`config.mk`:
```
export PLATFORM = sky130hd
export DESIGN_NAME = alu_result_bcd
export DESIGN_NICKNAME = d
export VERILOG_FILES = /design/src/rtl/alu_result_bcd.sv
export SDC_FILE = /design/constraint.sdc
export NUM_CORES = 1
export LEC_CHECK = 0
export CAP_MARGIN = 20
export CORE_MARGIN = 8
export CORE_UTILIZATION = 30
export DETAILED_ROUTE_END_ITERATION = 8
export PLACE_DENSITY = 0.48
export SLEW_MARGIN = 20
export SYNTH_ARGS = -nofsm -noshare
export SYNTH_HDL_FRONTEND = slang
export SYNTH_SLANG_ARGS = --single-unit
```
`constraint.sdc`:
```
create_clock -name clk -period 1.6 [get_ports clk]
set_clock_uncertainty 0.05 [all_clocks]
set_input_delay 0.16 -clock clk [delete_from_list [all_inputs] [get_ports clk]]
set_output_delay 0.16 -clock clk [all_outputs]
set_load 0.05 [all_outputs]
```
`src/rtl/alu_result_bcd.sv`:
```
// alu_result_bcd
//   Downstream stage of the ALU. Captures the unsigned RESULT magnitude and the
//   NEG flag on a start request, converts the magnitude to packed BCD with a
//   sequential double-dabble (one shift per clock), and then presents the digits
//   and the sign to the display driver with a one-cycle done pulse.
//
// Ports
//   clk     in   1          system clock, rising edge
//   reset   in   1          asynchronous, active-low reset (0 = reset)
//   start   in   1          request conversion of result/neg; sampled in IDLE only
//   result  in   WIDTH      ALU RESULT, unsigned magnitude
//   neg     in   1          ALU NEG flag
//   busy    out  1          conversion in progress (state != IDLE)
//   done    out  1          one-cycle pulse: bcd/sign newly updated
//   bcd     out  4*DIGITS   packed BCD, digit 0 in [3:0]
//   sign    out  1          1 = negative value displayed
//
// DIGITS must satisfy 10**DIGITS > 2**WIDTH-1 so the top digit never overflows.

module alu_result_bcd #(
  parameter int WIDTH  = 16,
  parameter int DIGITS = 5
) (
  input  logic                  clk,
  input  logic                  reset,
  input  logic                  start,
  input  logic [WIDTH-1:0]      result,
  input  logic                  neg,
  output logic                  busy,
  output logic                  done,
  output logic [4*DIGITS-1:0]   bcd,
  output logic                  sign
);

  localparam int CW = $clog2(WIDTH + 1);
  localparam int SW = 4 * DIGITS;

  typedef enum logic [1:0] {
    S_IDLE  = 2'd0,
    S_SHIFT = 2'd1,
    S_DONE  = 2'd2
  } state_t;

  state_t          r_state;
  logic [WIDTH-1:0] r_op;
  logic [SW-1:0]   r_scratch;
  logic [CW-1:0]   r_count;
  logic            r_neg;
  logic            r_nonzero;

  logic [SW-1:0]       w_adj;
  logic [SW+WIDTH-1:0] w_next;

  // Add-3 correction on every digit, all from pre-shift values. Each digit is
  // at most 9 before correction, so 4-bit arithmetic never carries.
  always_comb begin
    w_adj = '0;
    for (int unsigned i = 0; i < DIGITS; i++) begin
      if (r_scratch[4*i +: 4] >= 4'd5)
        w_adj[4*i +: 4] = r_scratch[4*i +: 4] + 4'd3;
      else
        w_adj[4*i +: 4] = r_scratch[4*i +: 4];
    end
  end

  // One combined shift of {scratch, op}: op MSB lands in digit 0 LSB.
  assign w_next = {w_adj, r_op} << 1;

  always_ff @(posedge clk or negedge reset) begin
    if (!reset) begin
      r_state   <= S_IDLE;
      r_op      <= '0;
      r_scratch <= '0;
      r_count   <= '0;
      r_neg     <= 1'b0;
      r_nonzero <= 1'b0;
      busy      <= 1'b0;
      done      <= 1'b0;
      bcd       <= '0;
      sign      <= 1'b0;
    end else begin
      case (r_state)
        S_IDLE: begin
          done <= 1'b0;
          if (start) begin
            r_op      <= result;
            r_neg     <= neg;
            r_nonzero <= |result;
            r_scratch <= '0;
            r_count   <= '0;
            busy      <= 1'b1;
            r_state   <= S_SHIFT;
          end
        end

        S_SHIFT: begin
          // The cycle after the last shift publishes the result, so the done
          // pulse coincides with the DONE state and busy is still high.
          if (r_count == CW'(WIDTH)) begin
            bcd     <= r_scratch;
            sign    <= r_neg & r_nonzero;
            done    <= 1'b1;
            r_state <= S_DONE;
          end else begin
            {r_scratch, r_op} <= w_next;
            r_count           <= r_count + CW'(1);
          end
        end

        S_DONE: begin
          done    <= 1'b0;
          busy    <= 1'b0;
          r_state <= S_IDLE;
        end

        default: begin
          done    <= 1'b0;
          busy    <= 1'b0;
          r_state <= S_IDLE;
        end
      endcase
    end
  end

endmodule

```
==> results of run 1 <==
routing by layer:
layer,global-route usage,vias to the layer above
met3,0.0401,11
met5,0,-
met4,0.0398,0
li1,-,1214
met1,0.130,1171
met2,0.171,49
worst max-delay path, cell delays in order, from the launching register on:
cell and delay [ps]:
dfrtp_1 400, inv_2 80, ha_4 140, and4bb_4 290
nand2_4 70, buf_12 160, mux2_4 290
layout make-up:
| class | count | area [sq um] | share of cell area |
|---|---|---|---|
| sequential | 68 | 1700 | 0.390 |
| clock buffer | 9 | 124 | 0.0284 |
| clock inverter | 7 | 43.8 | 0.0100 |
| multi-input combinational | 202 | 1490 | 0.341 |
| timing repair buffer | 88 | 767 | 0.176 |
| tap | 140 | 175 | 0.0402 |
| inverter | 15 | 61.3 | 0.0141 |
Yosys cell counts (3+ instances only):
| cell | n | area, sq um |
|---|---|---|
| buf_6 | 4 | 45.0 |
| nand2b_1 | 5 | 31.3 |
| ha_1 | 12 | 150 |
| xnor2_1 | 5 | 43.8 |
| mux2_4 | 7 | 105 |
| xor2_1 | 6 | 52.6 |
| nor4_1 | 4 | 25.0 |
| o31ai_1 | 7 | 52.6 |
| buf_2 | 3 | 15.0 |
| nand2_1 | 53 | 199 |
| mux2_2 | 8 | 90.1 |
| clkbuf_1 | 5 | 18.8 |
| a21oi_1 | 5 | 25.0 |
| dfrtp_1 | 68 | 1700 |
| a31oi_1 | 5 | 31.3 |
| nor3_2 | 3 | 30.0 |
| nor2_1 | 9 | 33.8 |
| o21ai_0 | 29 | 145 |
| a22oi_1 | 10 | 75.1 |
| inv_1 | 14 | 52.6 |
| nand3_1 | 11 | 55.1 |
| a32o_1 | 5 | 50.1 |
worst paths after layout:
check                           slack [ps]            to
max in group asynchronous              880    r_state[1]
worst min register to register         430        bcd[9]
worst min-delay path                   290         r_neg
min in group asynchronous              300  r_scratch[7]
worst max register to register         -20        bcd[6]
worst max-delay path                   -20        bcd[6]
power by group through the flow:
stage | Sequential, mW | Combinational (mW) | Clock [mW]
3_3_place_gp | 3.04 | 4.75 | 0
4_1_cts | 3.02 | 4.89 | 1.31
3_5_place_dp | 3.04 | 4.80 | 0
2_1_floorplan | 3.67 | 2.51 | 0
5_1_grt | 3.12 | 5.65 | 1.37
6_report | 3.02 | 5.13 | 1.24
cells by family (layout without fill, tap and decap cells):
logic type,Yosys count,in the layout,share of synthesized area
AND/OR/NAND/NOR,97,97,0.156
multiplexers,16,16,0.0630
AO/OA/AOI/OAI,66,66,0.136
flip-flops,68,68,0.522
XOR/XNOR,11,11,0.0296
buffers and inverters,29,119,0.0469
adder cells (fa/ha/maj),12,12,0.0461
flip-flops by register name (all words and copies together), names as in the netlist:
| name | count |
|---|---|
| bcd | 20 |
| busy | 1 |
| done | 1 |
| r_count | 5 |
| r_neg | 1 |
| r_nonzero | 1 |
| r_op | 16 |
| r_scratch | 20 |
| r_state | 2 |
| sign | 1 |
repair_timing:
action	CTS	global route
hold buffers	1	0
gates cloned	0	1
resized for setup	4	22
setup buffers	2	4
hold endpoints to repair	68	0
pin swaps	1	3
endpoints found under the setup margin	27	36
==> summary.txt, run 1 <==
Clock network
  • Number of clock buffers inserted by TritonCTS: 9
  • TritonCTS clock tree: yes
  • Number of levels the H-tree was split into: 3
  • Number of buffers on the longest clock path: 2
  • Number of sinks driven by the clock tree: between 60 and 70
  • Clock edge transition at the registers on the reported setup and hold paths: ~80 ps
  • Clock latency on the worst-skew pair: around 350 ps
  • Clock root buffer: clkbuf_8

Detailed routing
  • Met2 wire length: 3470 um
  • Number of iterations in the first detailed-routing pass: 4
  • Wire length reported by the detailed router: between 7000 and 8000 um
  • Detailed route wirelength on metal3: ~420 um
  • Count of unresolved DRC violations after routing: 0
  • Vias: 2445
  • Iter 0 DRT Violations: between 80 and 90
  • Top routing layer in use: met4
  • Wirelength per Cell: about 14 um
  • Post-DRT Antenna Nets: 0
  • Vias per Instance: around 4.6
  • M1 wire length: 3540 um

Hold path
  • Worst Hold Class: in -> reg
  • Cell depth of the worst min-delay path: 3
  • Min-delay src: neg

STA
  • Maximum clock frequency: slightly above 600 MHz
  • Slack of the critical path: -16.1 ps
  • Final worst path period share: 1.01
  • Final sum of negative setup slack: -74.0 ps
  • Slew of the pin with the lowest slew margin: ~370 ps
  • Final setup violation count: 6
  • Count of endpoints failing hold in the final timing report: 0
  • Slew Viols, Final: 0
  • Setup repair after global routing missed its margin: yes
  • Worst slew slack as a fraction of its limit: 0.751
  • Worst hold slack: 290 ps
  • Clock period minus final worst setup slack: 1620 ps

Placed design
  • Count of input and output buffers: 42
  • Placed Cells: about 510
  • Post-DP HPWL: 5170 um
  • Worst setup timing slack at the placement stage: -69.6 ps
  • Placed inst area: 4040 sq um
  • Routability congestion estimate: around 0.76

Flow run
  • Maximum Capacitance Violations: 0

Critical path
  • Cells on worst reg2reg path: 6
  • Crit start category: register
  • CP startpoint: r_count[1]
  • Critical path required time: about 1800 ps
  • Element type at the critical path end: register
  • WP data arrival: about 1800 ps
  • Critical path class: reg -> reg
  • Maximum fanout along the worst path: 25
  • Launching point of the worst reg2reg path: r_count[1]

Finish
  • Area overhead of the layout relative to synthesis: 33.9%
  • Final cell utilization of the core: 0.408
  • Post-route insts no fill: approximately 530
  • Share of final-layout standard cells stronger than drive strength 1: 0.334
  • Layout filler cell count: about 1100
  • Most frequent standard cell in the layout excluding fill and tap cells: dfrtp_1
  • Final Cell Area: roughly 4400 sq um
  • Net count reported at finish: 416
  • Count of antenna diodes in the layout: 0
  • Most frequent cells in the layout: 67 x dfrtp_1, 61 x buf_4, 53 x nand2_1

Floorplan
  • Number of rows created at floorplan: 38
  • Ports: between 40 and 50
  • Starting utilization of the core area: 0.304
  • Core Region: 10700 sq um
  • DIE WIDTH: between 100 and 150 um
  • Overall die height: 120 um
  • Area enclosed by the die boundary: around 14000 sq um

Pwr
  • Total chip power: 9.40 mW
  • Total internal power: 5.38 mW
  • Portion of total power attributed to sequential cells: 0.322
  • Net switching power: approximately 4 mW
  • Power per cell area: between 2000 and 2500 nW/um^2
  • Leakage power figure: a little over 2 nW
  • Fraction of power spent switching nets: 0.428
  • Combinational power share: 0.546
  • Max IR drop VDD: between 0.0007 and 0.0008 V
  • Clock power share: 0.132

Logic synthesis
  • Proportion of register bits with asynchronous set or reset after synthesis: 1.00
  • Count of distinct cell types in the synthesized netlist: 39
  • Cell Area, Synth: 3260 sq um
  • Top FF cell, synth: dfrtp_1
  • Number of nets produced by synthesis: ~330
  • Number of instances in the synthesized netlist: 299
  • Number of flops mapped to enable cells by yosys: 0
  • Count of yosys warnings during synthesis: 0
  • Flops & latches, synth: a little under 70
  • Sequential share of the synthesized area: 0.522
  • Syn avg cell area: approximately 11 sq um

Global route
  • First-pass GRT wire length: roughly 12000 um
  • Global route total overflow: 0
  • Pin count of the biggest net entering global routing: 69
  • Via count of the first global-routing pass: roughly 2500
  • Antenna violations before repair: 0
  • Global routing usage summed across all routing layers: 0.107

Status
  • Status: finished with violations
  • Violated checks: negative setup slack
No activity file was read; power rests on OpenSTA's default activity.
==> inputs of run 2 (changes only) <==
- CTS_CLUSTER_SIZE: default -> 8
==> results of run 2 <==
Same layout as run 1: the final DEF is identical, and so are final timing and power.
==> inputs of run 3 (changes only) <==
- PLACE_DENSITY: 0.48 -> 0.47
- clock period: 1.6 -> 1.9 ns (I/O delays scaled with it)
==> run 3 against run 2 <==
The flow now finishes without violations. Sequential share of layout area rose by 2.5 points. Sequential power down 16%. Critical path depth rose by 1. Clock power hardly changed. Die area stayed put. Non-clock buffer count is 31 lower. Critical path type unchanged. Critical endpoint is now r_op[15]. Largest cell class unchanged. Largest power group unchanged.
==> summary.txt, run 3 (same netlist as run 1, synthesis figures left out) <==
Detailed routing
  • Wire length reported by the detailed router: 7280 um (was 7550 um)
  • Vias: 2349 (was 2445)
  • Iter 0 DRT Violations: 93 (was 85)
  • Number of iterations in the first detailed-routing pass: 4 (unchanged)
  • Wirelength per Cell: 14.7 um (was 14.3 um)
  • Detailed route wirelength on metal3: 422 um (was 423 um)
  • Vias per Instance: 4.74 (was 4.62)
  • Top routing layer in use: met4 (unchanged)
  • Met2 wire length: 3340 um (was 3470 um)
  • Count of unresolved DRC violations after routing: 0 (unchanged)
  • M1 wire length: 3350 um (was 3540 um)
  • Post-DRT Antenna Nets: 0 (unchanged)

Finish
  • Net count reported at finish: 385 (was 416)
  • Layout filler cell count: 1082 (was 1076)
  • Most frequent cells in the layout: 68 x dfrtp_1, 53 x nand2_1, 41 x clkdlybuf4s50_1 (was 67 x dfrtp_1, 61 x buf_4, 53 x nand2_1)
  • Registers with the most flip-flops: bcd: 20 flops, r_scratch: 20 flops, r_op: 16 flops (unchanged)
  • Most frequent standard cell in the layout excluding fill and tap cells: dfrtp_1 (unchanged)
  • Final cell utilization of the core: 0.383 (was 0.408)
  • Share of final-layout standard cells stronger than drive strength 1: 0.166 (was 0.334)
  • Post-route insts no fill: 496 (was 529)
  • Area overhead of the layout relative to synthesis: 25.9% (was 33.9%)
  • Count of antenna diodes in the layout: 0 (unchanged)

Placed design
  • Count of input and output buffers: 42 (unchanged)
  • Placed Cells: 481 (was 505)
  • Post-DP HPWL: 5050 um (was 5170 um)
  • Routability congestion estimate: 0.721 (was 0.758)

Critical path
  • Launching point of the worst reg2reg path: r_count[0] (was r_count[1])
  • WP data arrival: 1980 ps (was 1800 ps)
  • Critical path class: reg -> reg (unchanged)
  • Element type at the critical path end: register (unchanged)
  • Kind of cell adding the most delay to the critical path: simple AND/OR/NAND/NOR gates (was flip-flops)
  • Buf+Inv Stages, Crit Path: 2 (unchanged)
  • Setup slack on the worst flop-to-flop path: 100 ps (was -20 ps)
  • Endpoint of the lowest-slack register-to-register path: r_op[15] (was bcd[6])
  • Max stage delay cell, worst path: dfrtp_1 (unchanged)
  • Crit start category: register (unchanged)
  • Maximum fanout along the worst path: 13 (was 25)
  • Max incr delay on CP: 420 ps (was 400 ps)
  • Cells along the critical path: inv_1 -> ha_1 -> and4bb_2 -> nor2_2 -> buf_4 -> a22oi_1 -> nand2_1 (was inv_2 -> ha_4 -> and4bb_4 -> nand2_4 -> buf_12 -> mux2_4)
  • Cells on worst reg2reg path: 7 (was 6)
  • Critical path required time: 2070 ps (was 1790 ps)

Global route
  • Pin count of the biggest net entering global routing: 69 (unchanged)
  • Global routing usage summed across all routing layers: 0.108 (was 0.107)
  • Global route total overflow: 0 (unchanged)
  • Via count of the first global-routing pass: 2511 (was 2487)
  • First-pass GRT wire length: 12400 um (was 12300 um)
  • Antenna violations before repair: 0 (unchanged)

Clock network
  • Number of levels the H-tree was split into: 3 (unchanged)
  • Number of buffers inserted by post-CTS setup repair: 0 (was 2)
  • Clock latency on the worst-skew pair: 340 ps (was 350 ps)
  • Number of sinks driven by the clock tree: 68 (unchanged)
  • TritonCTS clock tree: yes (unchanged)
  • Number of clock buffers inserted by TritonCTS: 9 (unchanged)
  • Clock edge transition at the registers on the reported setup and hold paths: 70 ps (was 80 ps)
  • Number of buffers on the longest clock path: 2 (unchanged)
  • Clock root buffer: clkbuf_8 (unchanged)

Floorplan
  • Ports: 43 (unchanged)
  • Starting utilization of the core area: 0.304 (unchanged)
  • DIE WIDTH: 120 um (unchanged)
  • Number of rows created at floorplan: 38 (unchanged)
  • Area enclosed by the die boundary: 14400 sq um (unchanged)
  • Overall die height: 120 um (unchanged)
  • Core Region: 10700 sq um (unchanged)

STA
  • Maximum clock frequency: 554 MHz (was 619 MHz)
  • Clock period minus final worst setup slack: 1800 ps (was 1620 ps)
  • Slew Viols, Final: 0 (unchanged)
  • Slew of the pin with the lowest slew margin: 532 ps (was 374 ps)
  • Final worst path period share: 0.950 (was 1.01)
  • Count of endpoints failing hold in the final timing report: 0 (unchanged)
  • Setup repair after global routing missed its margin: no (was yes)
  • Final sum of negative setup slack: 0 ps (was -74.0 ps)
  • Final setup violation count: 0 (was 6)
  • Worst slew slack as a fraction of its limit: 0.644 (was 0.751)

Pwr
  • Leakage power figure: 1.84 nW (was 2.04 nW)
  • Max IR drop VDD: 0.000587 V (was 0.000786 V)
  • Power per cell area: 1820 nW/um^2 (was 2150 nW/um^2)

Status
  • Status: completed (was finished with violations)

Flow run
  • Maximum Capacitance Violations: 0 (unchanged)

Hold path
  • Worst Hold Class: in -> async (was in -> reg)
==> run 3: worst reg2reg max path: cells and delay by family, from the launching register on <==
kind                       cells  cell delay (ps)
and+or+nand+nor                3              490
DFF                            1              420
buffers and inverters          2              260
AOI/OAI and AO/OA              1              250
adders and majority gates      1              210
==> run 3: through the flow <==
stage,total power [mW],setup slack [ps],hold WS [ps],cell area (sq um)
floorplan,5.18,264,-156,3260
global placement,6.22,99.2,198,3870
detailed placement,6.29,42.4,197,3870
CTS,7.58,35.9,364,4090
global route,8.06,23.3,383,4100
finish,7.47,95.8,358,4100
==> run 3: final cells by class <==
cell class,instances,area (sq um),area share
Timing Repair Buffer,57,543,0.132
Tap cell,140,175,0.0427
Multi-Input combinational cell,202,1410,0.344
Clock inverter,1,30.0,0.00733
Sequential cell,68,1700,0.415
Clock buffer,13,179,0.0437
Inverter,15,58.8,0.0143
==> run 3: where the power goes <==
| part | switching (mW) | internal [mW] |
|---|---|---|
| Combinational | 2.13 | 1.54 |
| Sequential | 0.461 | 2.08 |
| Clock | 0.522 | 0.736 |
==> run 3: worst max-delay path by stage <==
stage | start | slack, ps | end | depth (start not counted)
6_report | r_count[0] | 100 | r_op[15] | 7
3_3_place_gp | r_count[0] | 100 | bcd[3] | 5
3_5_place_dp | r_count[0] | 40 | bcd[18] | 5
2_1_floorplan | r_count[0] | 260 | bcd[10] | 6
5_1_grt | r_count[1] | 20 | r_op[15] | 7
4_1_cts | r_count[0] | 40 | bcd[18] | 5
==> run 3: timing repair <==
action,4_1_cts,5_1_grt
hold endpoints to repair,68,0
hold buffers,1,0
endpoints found under the setup margin,0,6
resized for setup,0,1
==> run 3: metal layers <==
metal / vias up / global-route usage
met1: 1134 / 0.126
met5: - / 0
li1: 1145 / -
met2: 57 / 0.177
met3: 13 / 0.0354
met4: 0 / 0.0484
